[src/rtl/api_rx_parser.sv]
// api_rx_parser
//   Pulls fixed-length result blocks out of the API controller's RX FIFO and
//   checks the trailer tag and the nonce magic. Blocks that carry a nonce go
//   out on the host-side stream with their miner id. Everything else is
//   counted and dropped.
//
// Ports
//   clk, rst              clock, synchronous active-high reset
//   i_en                  start enable, sampled only while idle
//   o_rx_fifo_rd_en       FIFO pop; the data arrives one cycle later
//   i_rx_fifo_dout        FIFO read data
//   i_rx_fifo_data_count  FIFO occupancy in words
//   o_blk_vld/i_blk_rdy   output word handshake
//   o_blk_dat             output word
//   o_blk_last            final word of the block
//   o_blk_miner_id        low nibble of the trailer word, stable for the block
//   o_busy                parser is not idle
//   i_clr_cnt             clears all statistics counters
//   o_nonce_cnt           blocks forwarded (saturating)
//   o_drop_cnt            well-formed blocks without the magic (saturating)
//   o_err_cnt             blocks with a bad trailer tag (saturating)
//
// state | meaning
// IDLE  | waiting for i_en and a full block in the FIFO
// READ  | popping BLK_LEN words and capturing them into the buffer
// CHECK | one cycle: validate the tag, then the magic
// SEND  | streaming the buffered block out under blk_vld/blk_rdy
module api_rx_parser #(
  parameter int          BLK_LEN   = 11,
  parameter int          MAGIC_IDX = 9,
  parameter logic [31:0] MAGIC     = 32'hbeafbeaf,
  parameter logic [7:0]  TAG       = 8'h12
) (
  input  logic        clk,
  input  logic        rst,
  input  logic        i_en,
  output logic        o_rx_fifo_rd_en,
  input  logic [31:0] i_rx_fifo_dout,
  input  logic [9:0]  i_rx_fifo_data_count,
  output logic        o_blk_vld,
  input  logic        i_blk_rdy,
  output logic [31:0] o_blk_dat,
  output logic        o_blk_last,
  output logic [3:0]  o_blk_miner_id,
  output logic        o_busy,
  input  logic        i_clr_cnt,
  output logic [15:0] o_nonce_cnt,
  output logic [15:0] o_drop_cnt,
  output logic [15:0] o_err_cnt
);

  localparam int            CW       = $clog2(BLK_LEN + 1);
  localparam logic [CW-1:0] LEN_C    = CW'(BLK_LEN);
  localparam logic [CW-1:0] LAST_IDX = CW'(BLK_LEN - 1);
  localparam logic [CW-1:0] ONE_C    = CW'(1);

  typedef enum logic [1:0] {IDLE, READ, CHECK, SEND} state_t;

  state_t        r_state;
  state_t        w_state_nxt;

  logic [31:0]   r_buf [BLK_LEN];
  logic [CW-1:0] r_rd_cnt;
  logic [CW-1:0] r_cap_cnt;
  logic [CW-1:0] r_out_idx;
  logic          r_rd_en_d1;
  logic [3:0]    r_miner_id;
  logic [15:0]   r_nonce_cnt;
  logic [15:0]   r_drop_cnt;
  logic [15:0]   r_err_cnt;

  logic          w_start;
  logic          w_rd_en;
  logic          w_tag_ok;
  logic          w_magic_ok;
  logic          w_inc_nonce;
  logic          w_inc_drop;
  logic          w_inc_err;
  logic          w_send_hs;

  assign w_tag_ok   = (r_buf[BLK_LEN-1][15:8] == TAG);
  assign w_magic_ok = (r_buf[MAGIC_IDX] == MAGIC);

  always_ff @(posedge clk) begin
    if (rst) begin
      r_state <= IDLE;
    end else begin
      r_state <= w_state_nxt;
    end
  end

  always_comb begin
    w_state_nxt     = r_state;
    w_start         = 1'b0;
    w_rd_en         = 1'b0;
    w_inc_nonce     = 1'b0;
    w_inc_drop      = 1'b0;
    w_inc_err       = 1'b0;
    w_send_hs       = 1'b0;
    o_blk_vld       = 1'b0;
    o_blk_dat       = '0;
    o_blk_last      = 1'b0;
    o_busy          = (r_state != IDLE);
    case (r_state)
      IDLE: begin
        if (i_en && (i_rx_fifo_data_count >= 10'(BLK_LEN))) begin
          w_start     = 1'b1;
          w_state_nxt = READ;
        end
      end
      READ: begin
        w_rd_en = (r_rd_cnt < LEN_C);
        // Leave once the final popped word has landed in the buffer.
        if (r_rd_en_d1 && (r_cap_cnt == LAST_IDX)) begin
          w_state_nxt = CHECK;
        end
      end
      CHECK: begin
        // A bad tag makes the block malformed regardless of the magic.
        if (!w_tag_ok) begin
          w_inc_err   = 1'b1;
          w_state_nxt = IDLE;
        end else if (!w_magic_ok) begin
          w_inc_drop  = 1'b1;
          w_state_nxt = IDLE;
        end else begin
          w_inc_nonce = 1'b1;
          w_state_nxt = SEND;
        end
      end
      SEND: begin
        o_blk_vld  = 1'b1;
        o_blk_dat  = r_buf[r_out_idx];
        o_blk_last = (r_out_idx == LAST_IDX);
        w_send_hs  = i_blk_rdy;
        if (i_blk_rdy && (r_out_idx == LAST_IDX)) begin
          w_state_nxt = IDLE;
        end
      end
      default: w_state_nxt = IDLE;
    endcase
  end

  assign o_rx_fifo_rd_en = w_rd_en;
  assign o_blk_miner_id  = r_miner_id;

  always_ff @(posedge clk) begin
    if (rst) begin
      r_rd_cnt   <= '0;
      r_cap_cnt  <= '0;
      r_out_idx  <= '0;
      r_rd_en_d1 <= 1'b0;
      r_miner_id <= '0;
      for (int i = 0; i < BLK_LEN; i++) begin
        r_buf[i] <= '0;
      end
    end else begin
      r_rd_en_d1 <= w_rd_en;
      if (w_start) begin
        r_rd_cnt  <= '0;
        r_cap_cnt <= '0;
      end
      if (w_rd_en) begin
        r_rd_cnt <= r_rd_cnt + ONE_C;
      end
      // FIFO data lags the pop by one cycle, so capture on the delayed strobe.
      if (r_rd_en_d1) begin
        r_buf[r_cap_cnt] <= i_rx_fifo_dout;
        r_cap_cnt        <= r_cap_cnt + ONE_C;
      end
      // Latch the miner id before SEND so it cannot move during the block.
      if (r_state == CHECK) begin
        r_out_idx  <= '0;
        r_miner_id <= r_buf[BLK_LEN-1][3:0];
      end
      if (w_send_hs) begin
        r_out_idx <= r_out_idx + ONE_C;
      end
    end
  end

  // Clear beats a coincident increment; counters stick at all-ones.
  always_ff @(posedge clk) begin
    if (rst || i_clr_cnt) begin
      r_nonce_cnt <= '0;
      r_drop_cnt  <= '0;
      r_err_cnt   <= '0;
    end else begin
      if (w_inc_nonce && (r_nonce_cnt != 16'hFFFF)) begin
        r_nonce_cnt <= r_nonce_cnt + 16'd1;
      end
      if (w_inc_drop && (r_drop_cnt != 16'hFFFF)) begin
        r_drop_cnt <= r_drop_cnt + 16'd1;
      end
      if (w_inc_err && (r_err_cnt != 16'hFFFF)) begin
        r_err_cnt <= r_err_cnt + 16'd1;
      end
    end
  end

  assign o_nonce_cnt = r_nonce_cnt;
  assign o_drop_cnt  = r_drop_cnt;
  assign o_err_cnt   = r_err_cnt;

endmodule

[config.mk]
export PLATFORM = sky130hd
export DESIGN_NAME = api_rx_parser
export DESIGN_NICKNAME = d
export VERILOG_FILES = /design/src/rtl/api_rx_parser.sv
export SDC_FILE = /design/constraint.sdc
export NUM_CORES = 1
export LEC_CHECK = 0
export ABC_AREA = 1
export CAP_MARGIN = 30
export CORE_UTILIZATION = 60
export DETAILED_ROUTE_END_ITERATION = 10
export HOLD_SLACK_MARGIN = 0.02
export PLACE_DENSITY_LB_ADDON = 0.05
export SYNTH_ARGS = -nofsm -noshare
export SYNTH_HDL_FRONTEND = slang
export SYNTH_SLANG_ARGS = --single-unit
[constraint.sdc]
create_clock -name clk -period 8.9 [get_ports clk]
set_clock_uncertainty 0.1 [all_clocks]
set_input_delay 1.335 -clock clk [delete_from_list [all_inputs] [get_ports clk]]
set_output_delay 1.335 -clock clk [all_outputs]
set_load 0.005 [all_outputs]
After elaboration in Yosys (flattened, before gate mapping):

Memories as Yosys holds them, arrays and structs flattened. A register that Yosys moved wholly into a read port is not among the register bits.
Index checks and enable logic that the tools add are counted.

* bits in registers: 67
* memories kept: 1
* bits in writable memories: 352

* eq/ne operators: 13
* $add $sub $neg: 6
* multiplexer cells: 36
* reduce and logical (&&, ||, !) cells: 14
* $lt $le $gt $ge: 2

Memory list
* r_buf: depth 11, width 32, read ports 3, clocked after memory_dff 1, write ports 11, line 62 `logic [31:0] r_buf [BLK_LEN];`

Operator list (count)
* $mux 32: 2
* $add 16x1->16 const B: 3
* $ne 16x16->1 const B: 3
* $eq 32x32->1 const B: 1
* $mux 4: 8
* $reduce_or 32->1: 1
* $mux 1: 20
* $add 4x1->4 const B: 3
* $ge 10x4->1 const B: 1
* $mux 2: 5
* $eq 4x4->1 const B: 2
* $eq 8x5->1 const B: 1
* $pmux 2 s4: 1
* $reduce_bool 2->1: 4
* $logic_and 1x1->1: 6
* $ne 2x2->1 const B: 3
* $eq 2x2->1 const B: 2
* $lt 4x4->1 const B: 1
* $reduce_and 3->1: 1
* $eq 2x1->1 const B: 1
* $logic_not 2->1: 1
* $logic_or 1x1->1: 1

Logic depth before layout (Yosys ltp):

* depth after elaboration: 6
* gate-level depth with buffers: 12
* depth with buffers taken out: 12

Worst setup path after synthesis:

Ideal clock, no wire load.

* kind: input to register
* from: in rst
* to: mem r_buf[11][0], enable pin
* buffers on the path: 1
* stages: 4
* arrival time: 3.944 ns
* setup slack: 4.395 ns
* data required time: 8.339 ns
* library setup time: 0.461 ns
* cell sequence: nor2_4 -> inv_2 -> buf_2 -> nor3_1

RTL lines
* start: declaration: line 35 `input logic rst,`
* end: declaration: line 62

==> flow_summary.yaml <==
placement:
  placed_area_mm2: 0.0275
  gp_routability_congestion: 0.898
  place_ws_ns: 3.50
  dp_cells: 3132
  hpwl_um: 43200
  portBuffers: 134
run_status:
  outcome: "completed"
global_routing:
  grtUsageTotal: 0.334
  overflow: 0
  grt_max_degree: 212
  grt_first_pass_wirelength_um: 111000
  antenna_found_initial: 0
  grt_pass1_vias: 19400
synthesis:
  synth_nets: 2632
  ys_warn_count: 0
  synth_area_leaders: "edfxtp_1 (56%), nor2_1 (10%), dfxtp_1 (8.0%)"
  ys_ff_latch: 583
  synth_top_area_frac: 0.559
  async_reset_ff_frac: 0
  synth.distinct_cells: 45
  synth_enable_flop_cells: 480
  synth_area_mm2: 0.0258
  synthCells: 2577
  yosysMostFrequentCell: "nor2_1"
  ys.flop_type: "edfxtp_1"
  ys_seq_area_frac: 0.639
  synth_area_leader_cell: "edfxtp_1"
  syn_area_per_cell_um2: 10.0
  netlist_top_cells_count: "nor2_1 (701), edfxtp_1 (480), o21ai_0 (310), nand2_1 (189), inv_1 (139)"
sta:
  layout_min_cycle_time_ns: 5.28
  fin_ws_ns: 3.62
  fin_setup_tns_ns: 0
  fin_crit_sh: 0.593
  final_max_slew_viol_count: 0
  rsz0062_at_grt: "false"
  slew_headroom: 0.327
  finalHoldViolations: 0
  setup_viol: 0
  worst_pin_slew_ns: 1.01
  fmax_mhz: 189
setup_path:
  start_kind: "register"
  critPathRequiredTime_ns: 7.47
  reg2reg_slack_ns: 5.20
  critPathArrivalTime_ns: 3.84
  endpoint_kind: "output port"
  worst-setup-path-type: "register to output port"
  crit_fanout: 51
  reg2reg_depth: 9
clock_tree:
  cts.clk_slew.worst_paths_ns: 0.06
  cts_tree: "done"
  clk_path_buf_depth: 3
  clock_latency_ns: 0.63
  post_cts_buffers: 0
  cts_made_buffers: 59
  cts.sinks: 583
  cts-htree-levels: 2
  cts_resized: 0
  cts_hold_buffers: 0
  cts-root-buf: "clkbuf_16"
hold_path:
  hold_depth: 2
  min_path_type: "register to register"
power:
  peakVddDrop_v: 0.000167
  power_leakage_nw: 9.88
  powerDensity_mw_per_mm2: 193
floorplanning:
  start_util: 0.611
  core_region_area_mm2: 0.0422
  die_h_um: 209
  dieArea_mm2: 0.0438
  ioPinCount: 135
  die_w_um: 209
  rows: 75
routing:
  drtIter0Drc: 2541
  vias: 20000
  drt-total-wl_um: 72400
  first_pass_iters: 6
  route.detailed.drc: 0
  wl_per_cell_um: 22.3
  via_per_inst: 6.16
  drtAntennaViolNets: 0
final_layout:
  nNetsFinal: 2709
  final_cell_area_mm2: 0.0293
  drive_gt1_frac: 0.0596
  area_growth_pct: 13.6
  antennaDiodeCount: 0
  final_util: 0.694
  fin_cells: 3242
flow_run:
  maxCapViolations: 0
## logic make-up (layout without fill, tap and decap cells)
kind of cell | count (synthesis) | in the layout | share of synthesized area
flops | 583 | 583 | 0.639
buf+inv | 326 | 452 | 0.0535
xor+xnor | 12 | 12 | 0.00407
fa+ha+maj | 8 | 8 | 0.00388
simple gates | 1034 | 1034 | 0.164
compound gates | 614 | 614 | 0.136
## final cells by class
class	count	area [um2]
sequential	583	16500
tap	539	674
clock buffer	96	1690
multi-input combinational	1668	7990
clock inverter	14	110
timing repair buffer	172	1720
inverter	170	646
fill	3181	12900
## layer usage
metal	global-route usage	vias up	share of wire
met5	0	-	0
met4	0.139	0	0.038
met3	0.0536	170	0.091
met2	0.554	1022	0.48
met1	0.439	9655	0.39
li1	-	9139	-
## report_power, final
part           total, mW  leakage, nW  internal [mW]  switching, mW
logic              0.254         3.37         0.0740          0.180
clock network       2.35        0.870           1.32           1.03
registers           3.04         5.65           3.01         0.0292
total               5.64         9.88           4.40           1.24
## critical path, stage by stage, from the launching register on
cell             delay (ns)
dfxtp_4                0.50
inv_4                  0.51
buf_4                  0.60
o21ai_0                0.20
o221ai_1               0.24
nand3_1                0.10
a21oi_1                0.46
clkdlybuf4s50_1        0.60
## sequential cells by signal (all words and copies together) (netlist names), named ones only
name	cells
o_drop_cnt	16
r_out_idx	4
o_nonce_cnt	16
r_rd_en_d1	1
r_cap_cnt	4
r_rd_cnt	4
o_err_cnt	16
o_blk_miner_id	4
r_buf	512
r_state	2
## final timing paths
check           startpoint             to
max               register  o_blk_dat[11]
min          r_buf[10][30]  r_buf[10][30]
max reg2reg     r_rd_en_d1   r_buf[3][28]
min reg2reg  r_buf[10][30]  r_buf[10][30]
## through the flow
| stage | hold WS [ns] | power (mW) |
|---|---|---|
| 2_1_floorplan | 0.330 | 3.23 |
| 3_5_place_dp | 0.351 | 3.34 |
| 5_1_grt | 0.383 | 5.78 |
| 4_1_cts | 0.360 | 5.65 |
| 3_3_place_gp | 0.340 | 3.33 |
| 6_report | 0.360 | 5.64 |
## layout by cell type, fill, tap and decap left out, drive strengths merged, types with 2 or more instances in the layout
master / n
clkinv: 32
o211ai: 92
dfxtp: 103
nand2: 193
edfxtp: 480
inv: 151
ha: 8
buf: 38
o221ai: 35
nand4: 29
nor2: 713
xor2: 5
xnor2: 7
nor4: 2
clkbuf: 96
a21oi: 126
nand3: 77
o21ai: 315
nor3: 15
a211oi: 2
clkdlybuf4s50: 134
o22ai: 39
(Power assumes the default switching activity.)
